`config.mk`:
```
export PLATFORM = sky130hd
export DESIGN_NAME = uart_rx
export DESIGN_NICKNAME = d
export VERILOG_FILES = /design/src/rtl/uart_pkg.sv /design/src/rtl/uart_sync2.sv /design/src/rtl/uart_rx.sv
export SDC_FILE = /design/constraint.sdc
export NUM_CORES = 1
export LEC_CHECK = 0
export CORE_UTILIZATION = 55
export DETAILED_ROUTE_END_ITERATION = 8
export GPL_TIMING_DRIVEN = 0
export PLACE_DENSITY_LB_ADDON = 0.2
export SYNTH_ARGS = -nofsm -noshare
export SYNTH_HDL_FRONTEND = slang
export SYNTH_SLANG_ARGS = --single-unit
```
`constraint.sdc`:
```
create_clock -name i_clk -period 11 [get_ports i_clk]
set_input_delay 2.75 -clock i_clk [delete_from_list [all_inputs] [get_ports i_clk]]
set_output_delay 2.75 -clock i_clk [all_outputs]
set_load 0.1 [all_outputs]
```
`src/rtl/uart_pkg.sv`:
```
// rtl/uart_pkg.sv - shared UART types and parity helper
package uart_pkg;

    typedef enum logic [2:0] {
        IDLE   = 3'd0,
        START  = 3'd1,
        DATA   = 3'd2,
        PARITY = 3'd3,
        STOP   = 3'd4,
        STOP2  = 3'd5,
        DONE   = 3'd6
    } rx_state_t;

    // Expected parity bit for a byte: even parity is the XOR of the data, odd inverts it.
    function automatic logic calc_parity(input logic [7:0] data, input logic odd);
        return (^data) ^ odd;
    endfunction

endpackage

```
`src/rtl/uart_sync2.sv`:
```
// rtl/uart_sync2.sv - two-flop synchronizer with selectable reset value
module uart_sync2 (
    input  logic clk,
    input  logic rst,
    input  logic reset_value,
    input  logic d,
    output logic q
);

    logic meta;

    always_ff @(posedge clk or posedge rst) begin
        if (rst) begin
            meta <= reset_value;
            q    <= reset_value;
        end else begin
            meta <= d;
            q    <= meta;
        end
    end

endmodule

```
`src/rtl/uart_rx.sv`:
```
// rtl/uart_rx.sv - UART receiver: input sync, mid-bit sampling, parity/stop checks, one-entry output buffer
module uart_rx
    import uart_pkg::*;
(
    input  logic        i_clk,
    input  logic        i_rst,
    input  logic        i_rx,
    output logic        o_rts,
    input  logic        i_hw_flow_control_enable,
    input  logic [31:0] i_bit_length,
    input  logic        i_msb_first,
    input  logic        i_parity_enable,
    input  logic        i_parity_odd,
    input  logic        i_two_stop_bits,
    output logic        o_valid,
    input  logic        i_ready,
    output logic [7:0]  o_data,
    output logic        o_parity_err,
    output logic        o_frame_err,
    output logic        o_overrun
);

    rx_state_t   state;
    rx_state_t   next_state;
    logic        rx_s;
    logic        armed;
    logic [31:0] cnt;
    logic [31:0] bit_len_q;
    logic        msb_first_q;
    logic        par_en_q;
    logic        par_odd_q;
    logic        two_stop_q;
    logic [2:0]  bit_idx;
    logic [7:0]  shift;
    logic        par_err_q;
    logic        frame_err_q;
    logic        half_pt;
    logic        full_pt;
    logic        start_det;
    logic        cnt_clr;
    logic        data_smp;
    logic        par_smp;
    logic        stop_smp;
    logic        stop_bad;
    logic        frame_end;

    uart_sync2 u_sync (
        .clk         (i_clk),
        .rst         (i_rst),
        .reset_value (1'b1),
        .d           (i_rx),
        .q           (rx_s)
    );

    assign half_pt = (cnt == (bit_len_q >> 1));
    assign full_pt = (cnt == bit_len_q);

    always_ff @(posedge i_clk or posedge i_rst) begin
        if (i_rst) begin
            state <= IDLE;
        end else begin
            state <= next_state;
        end
    end

    always_comb begin
        next_state = state;
        case (state)
            IDLE:    if (!rx_s && armed) next_state = START;
            START:   if (half_pt) next_state = rx_s ? IDLE : DATA;
            DATA:    if (full_pt && bit_idx == 3'd7) next_state = par_en_q ? PARITY : STOP;
            PARITY:  if (full_pt) next_state = STOP;
            STOP:    if (full_pt) next_state = two_stop_q ? STOP2 : DONE;
            STOP2:   if (full_pt) next_state = DONE;
            DONE:    next_state = IDLE;
            default: next_state = IDLE;
        endcase
    end

    always_comb begin
        start_det = (state == IDLE) && !rx_s && armed;
        data_smp  = (state == DATA) && full_pt;
        par_smp   = (state == PARITY) && full_pt;
        stop_smp  = ((state == STOP) || (state == STOP2)) && full_pt;
        stop_bad  = stop_smp && !rx_s;
        frame_end = stop_smp && ((state == STOP2) || !two_stop_q);
        cnt_clr   = start_det || ((state == START) && half_pt) || data_smp || par_smp || stop_smp;
        o_rts     = i_hw_flow_control_enable ? !o_valid : 1'b1;
    end

    always_ff @(posedge i_clk or posedge i_rst) begin
        if (i_rst) begin
            cnt         <= 32'd0;
            bit_len_q   <= 32'd0;
            msb_first_q <= 1'b0;
            par_en_q    <= 1'b0;
            par_odd_q   <= 1'b0;
            two_stop_q  <= 1'b0;
            bit_idx     <= 3'd0;
            shift       <= 8'd0;
            par_err_q   <= 1'b0;
            frame_err_q <= 1'b0;
            armed       <= 1'b1;
        end else begin
            if ((state == IDLE) || cnt_clr) begin
                cnt <= 32'd0;
            end else begin
                cnt <= cnt + 32'd1;
            end

            if (start_det) begin
                bit_len_q   <= i_bit_length;
                msb_first_q <= i_msb_first;
                par_en_q    <= i_parity_enable;
                par_odd_q   <= i_parity_odd;
                two_stop_q  <= i_two_stop_bits;
                bit_idx     <= 3'd0;
                par_err_q   <= 1'b0;
                frame_err_q <= 1'b0;
            end

            if (data_smp) begin
                shift   <= msb_first_q ? {shift[6:0], rx_s} : {rx_s, shift[7:1]};
                bit_idx <= bit_idx + 3'd1;
            end

            if (par_smp) begin
                par_err_q <= (rx_s != calc_parity(shift, par_odd_q));
            end

            if (stop_bad) begin
                frame_err_q <= 1'b1;
            end

            // A framing error may be a break; wait for the line to go high before re-arming.
            if (frame_end && (frame_err_q || stop_bad)) begin
                armed <= 1'b0;
            end else if (rx_s) begin
                armed <= 1'b1;
            end
        end
    end

    // The buffer loads on the edge into DONE, so o_valid rises one clock after the last stop sample.
    always_ff @(posedge i_clk or posedge i_rst) begin
        if (i_rst) begin
            o_valid      <= 1'b0;
            o_data       <= 8'd0;
            o_parity_err <= 1'b0;
            o_frame_err  <= 1'b0;
            o_overrun    <= 1'b0;
        end else begin
            o_overrun <= 1'b0;
            if (frame_end) begin
                if (!o_valid || i_ready) begin
                    o_valid      <= 1'b1;
                    o_data       <= shift;
                    o_parity_err <= par_err_q;
                    o_frame_err  <= frame_err_q || stop_bad;
                end else begin
                    o_overrun <= 1'b1;
                end
            end else if (o_valid && i_ready) begin
                o_valid <= 1'b0;
            end
        end
    end

endmodule
```
Word-level counts from Yosys, hierarchy flattened. Index checks and enable logic that the tools add are counted. Widths: inputs -> output; s select.

RAM bits: 0. Bits in read-only memories: 0. Word-level logic and storage cells: 97. Bits of input ports: 41. Output and inout bits: 13. Flip-flop bits (word level): 99. Latch bits: 0. Memories kept: 0.

Bitwise operators: 1. Muxes and demuxes: 25. Div/mod/pow operators: 0. Magnitude comparators: 0. Multipliers: 0. Add/sub/neg operators: 2. Equality and inequality tests: 16. Shifts and indexed selects: 0. Reductions and logical operators: 34.

Operators by type and width (count): $add 32x1->32 const B (1); $eq 32x31->1 (1); $eq 32x32->1 (1); $mux 32 (1); $mux 3 (9); $pmux 3 s6 (1); $logic_and 1x1->1 (12); $ne 2x2->1 const B (6); $mux 1 (11); $reduce_bool 2->1 (5); $eq 3x3->1 const B (3); $logic_or 1x1->1 (9); $mux 8 (1); $reduce_xor 8->1 (1); $eq 3x2->1 const B (2); $reduce_and 6->1 (1); $mux 2 (2); $reduce_and 2->1 (2); $add 3x1->3 const B (1); $eq 3x1->1 const B (1); $logic_not 1->1 (3); $logic_not 3->1 (1); $ne 2x1->1 const B (1); $ne 1x1->1 (1); $xor 1x1->1 (1).

Depth between registers and ports, before layout.
Word-level depth: 9. Depth in mapped cells: 9. Depth with buffers taken out: 7.

Worst setup path after synthesis. OpenSTA, ideal clock, no wires.

Kind: input port to output port. Start point: in i_hw_flow_control_enable. End point: out o_rts. Slack: 4.863 ns. Arrival: 3.387 ns. Stages on the path: 1. Data required time: 8.250 ns. Path buffers: 0. Cells stage by stage: nand2_1.

Cells in the longest elaborated chain, start to end: 1.

Ends and longest elaborated chain: start: declaration (line uart_rx.sv:9) `input logic i_hw_flow_control_enable,`; $mux 1 (line uart_rx.sv:88) `o_rts = i_hw_flow_control_enable ? !o_valid : 1'b1;`; end: declaration (line uart_rx.sv:8) `output logic o_rts,`.

Every way passes these cells.

Final worst setup path. Same ends and word-level chain as after synthesis.

==> results.yml <==
die:
  initial_core_util: 0.563
  die_x_um: 99
  ios: 54
  dieArea_mm2: 0.00980
  rows: 35
  die-height_um: 99
  core_area_mm2: 0.00920
final_layout:
  nets: 634
  diodes: 0
  syn2layout_area_growth_pct: 17.5
  final_cells: 705
  postLayoutCoreUtil: 0.661
  drive_gt1_frac: 0.111
clock_network:
  cts_tree: "done"
  cts_buffers: 9
  numClockSinks: 99
  clockRootBuffer: "clkbuf_8"
  cts_max_level: 3
  cts_setup_buffers: 0
  cts_resized: 0
  clkLatencyLatePin_ns: 0.37
  clockBufferDepth: 2
  clk_pin_slew_ns: 0.10
  cts_hold_buf: 0
synthesis:
  synth-seq-area-share: 0.479
  yosys.area.top_type_share: 0.464
  synth_cells: 525
  synth_cell_types: 37
  synth_common_cells: "nand2_1 (126), dfrtp_1 (96), xor2_1 (81)"
  yosysMostFrequentCell: "nand2_1"
  synth.area.top_cells: "dfrtp_1 (46%), xor2_1 (14%), nand2_1 (9.1%), mux2_2 (4.1%), xnor2_1 (3.6%)"
  syn-num-nets: 569
  syn_area_per_cell_um2: 9.86
  syn_area_mm2: 0.00517
  synth_edf_count: 0
  async_reset_ff_frac: 1.00
  ys_ff_latch: 99
  yosysWarnings: 0
  synth_top_area_cell: "dfrtp_1"
  synth-main-ff-cell: "dfrtp_1"
route:
  drc: 0
  antenna_left: 0
  vias_per_cell: 5.30
  vias: 3737
  totalWireLength_um: 10800
  dr.pass1.iters: 4
  wl_per_cell_um: 15.3
  drt_iter0_markers: 173
timing:
  slew_headroom: 0.341
  setup_viol: 0
  drv_slew: 0
  fin_crit_ns: 7.09
  rsz0062_at_grt: "false"
  worst_slew_pin_slew_ns: 0.985
  min_period_over_period: 0.645
  setup_tns_ns: 0
  skew_ns: 0.0147
  max_freq_ghz: 0.141
  whs_ns: 0.365
  hold_violations: 0
global_route:
  grt_overflow: 0
  grt_max_degree: 70
  antenna_found_initial: 0
  first_global_vias: 3924
  grt_usage: 0.243
  grt_pass1_wl_um: 18600
hold_path:
  hold_class: "reg -> reg"
setup_path:
  critical_path_class: "in -> out"
  crit_path_end_kind: "primary output"
  start_kind: "primary input"
  arrival_ns: 4.34
  required_ns: 8.25
  cp_max_fo: 1
power_and_ir_drop:
  swShare: 0.353
  p_leak_nw: 3.03
  clockPowerShare: 0.225
  comb_power_share: 0.280
  powerDensity_mw_per_mm2: 180
  pwr-share-seq: 0.495
  p_sw_mw: 0.387
  worst_ir_drop_vdd_v: 0.000101
  p_int_mw: 0.709
flow_run:
  maxCapViolCount: 0
placed_design:
  port_buffers: 53
  place_congestion: 0.920
  place_hpwl_um: 7930
  dp_cells: 690
run_status:
  status: "complete, no violations"
## cells in the final DEF, fill, tap and decap left out, types with 3 or more instances in the layout
cell	count
nand3_1	15
ha_1	3
clkdlybuf4s50_1	53
nand4_1	12
nand2_1	126
nor4_1	17
xnor2_1	21
mux2i_1	5
clkbuf_8	11
mux2_2	19
buf_4	3
buf_1	3
and3_1	5
clkbuf_1	12
buf_6	6
xor2_1	81
buf_2	5
a21oi_1	6
mux2_4	7
nand2b_1	3
inv_1	11
dfstp_2	3
dfrtp_1	96
nor2_1	45
## state kept, by name, indices dropped and copies added, names as in the netlist
signal and cells:
bit_len_q 32, cnt 32, o_data 8, shift 8
bit_idx 3, state 3, armed 1, frame_err_q 1
msb_first_q 1, o_frame_err 1, o_overrun 1, o_parity_err 1
o_valid 1, par_en_q 1, par_err_q 1, par_odd_q 1
two_stop_q 1, u_sync.meta 1, u_sync.q 1
## final cells by class
type	count	area [µm²]
Fill cell	735	3110
Sequential cell	99	2480
Multi-Input combinational cell	385	2480
Timing Repair Buffer	54	558
Buffer	29	171
Clock buffer	11	151
Tap cell	111	139
Clock inverter	4	56.3
Inverter	12	47.5
## worst max-delay path, stage by stage
cell and delay, ns:
clkdlybuf4s50_1 0.40, nand2_1 0.07, clkdlybuf4s50_1 1.12
## power by group through the flow
stage / registers [mW] / logic (mW) / clock network, mW
CTS: 0.543 / 0.309 / 0.251
floorplan: 0.521 / 0.235 / 0
global placement: 0.548 / 0.294 / 0
global route: 0.553 / 0.345 / 0.266
finish: 0.543 / 0.307 / 0.247
detailed placement: 0.550 / 0.305 / 0
## metrics by stage
| stage | setup WS [ns] | cell area [µm²] | power (mW) |
|---|---|---|---|
| after floorplan | 4.86 | 5170 | 0.755 |
| after global placement | 3.92 | 5840 | 0.842 |
| after detailed placement | 3.91 | 5870 | 0.855 |
| after CTS | 3.90 | 6080 | 1.10 |
| after global routing | 3.89 | 6080 | 1.16 |
| final | 3.91 | 6080 | 1.10 |
## final timing paths
check / start / end / slack [ns] / depth (start not counted)
max: i_hw_flow_control_enable / o_rts / 3.91 / 3
min: u_sync.meta$_DFF_PP1_ / u_sync.q$_DFF_PP1_ / 0.36 / 0
max reg2reg: cnt[13]$_DFF_PP0_ / cnt[2]$_DFF_PP0_ / 8.42 / 8
min reg2reg: u_sync.meta$_DFF_PP1_ / u_sync.q$_DFF_PP1_ / 0.36 / 0
max in group asynchronous: i_rst / cnt[7]$_DFF_PP0_ / 7.61 / 3
min in group asynchronous: i_rst / par_en_q$_DFFE_PP0P_ / 2.71 / 2
## logic make-up (layout without fill, tap and decap cells)
kind of cell | after synthesis | count (layout) | synth area share
xor gates and xnor gates | 102 | 102 | 0.173
and+or+nand+nor | 235 | 235 | 0.210
buffers and inverters | 41 | 110 | 0.0418
DFF | 99 | 99 | 0.479
adders and majority gates | 3 | 3 | 0.00725
muxes | 31 | 31 | 0.0713
AOI/OAI and AO/OA | 14 | 14 | 0.0179
## layer usage
layer | track usage | vias to the layer above | routed length (µm)
li1 | - | 1825 | -
met1 | 0.302 | 1814 | 4760
met2 | 0.419 | 74 | 5410
met3 | 0.0489 | 24 | 371
met4 | 0.0884 | 0 | 248
met5 | 0 | - | 0
Note: power is estimated with default switching activity, not from simulation.
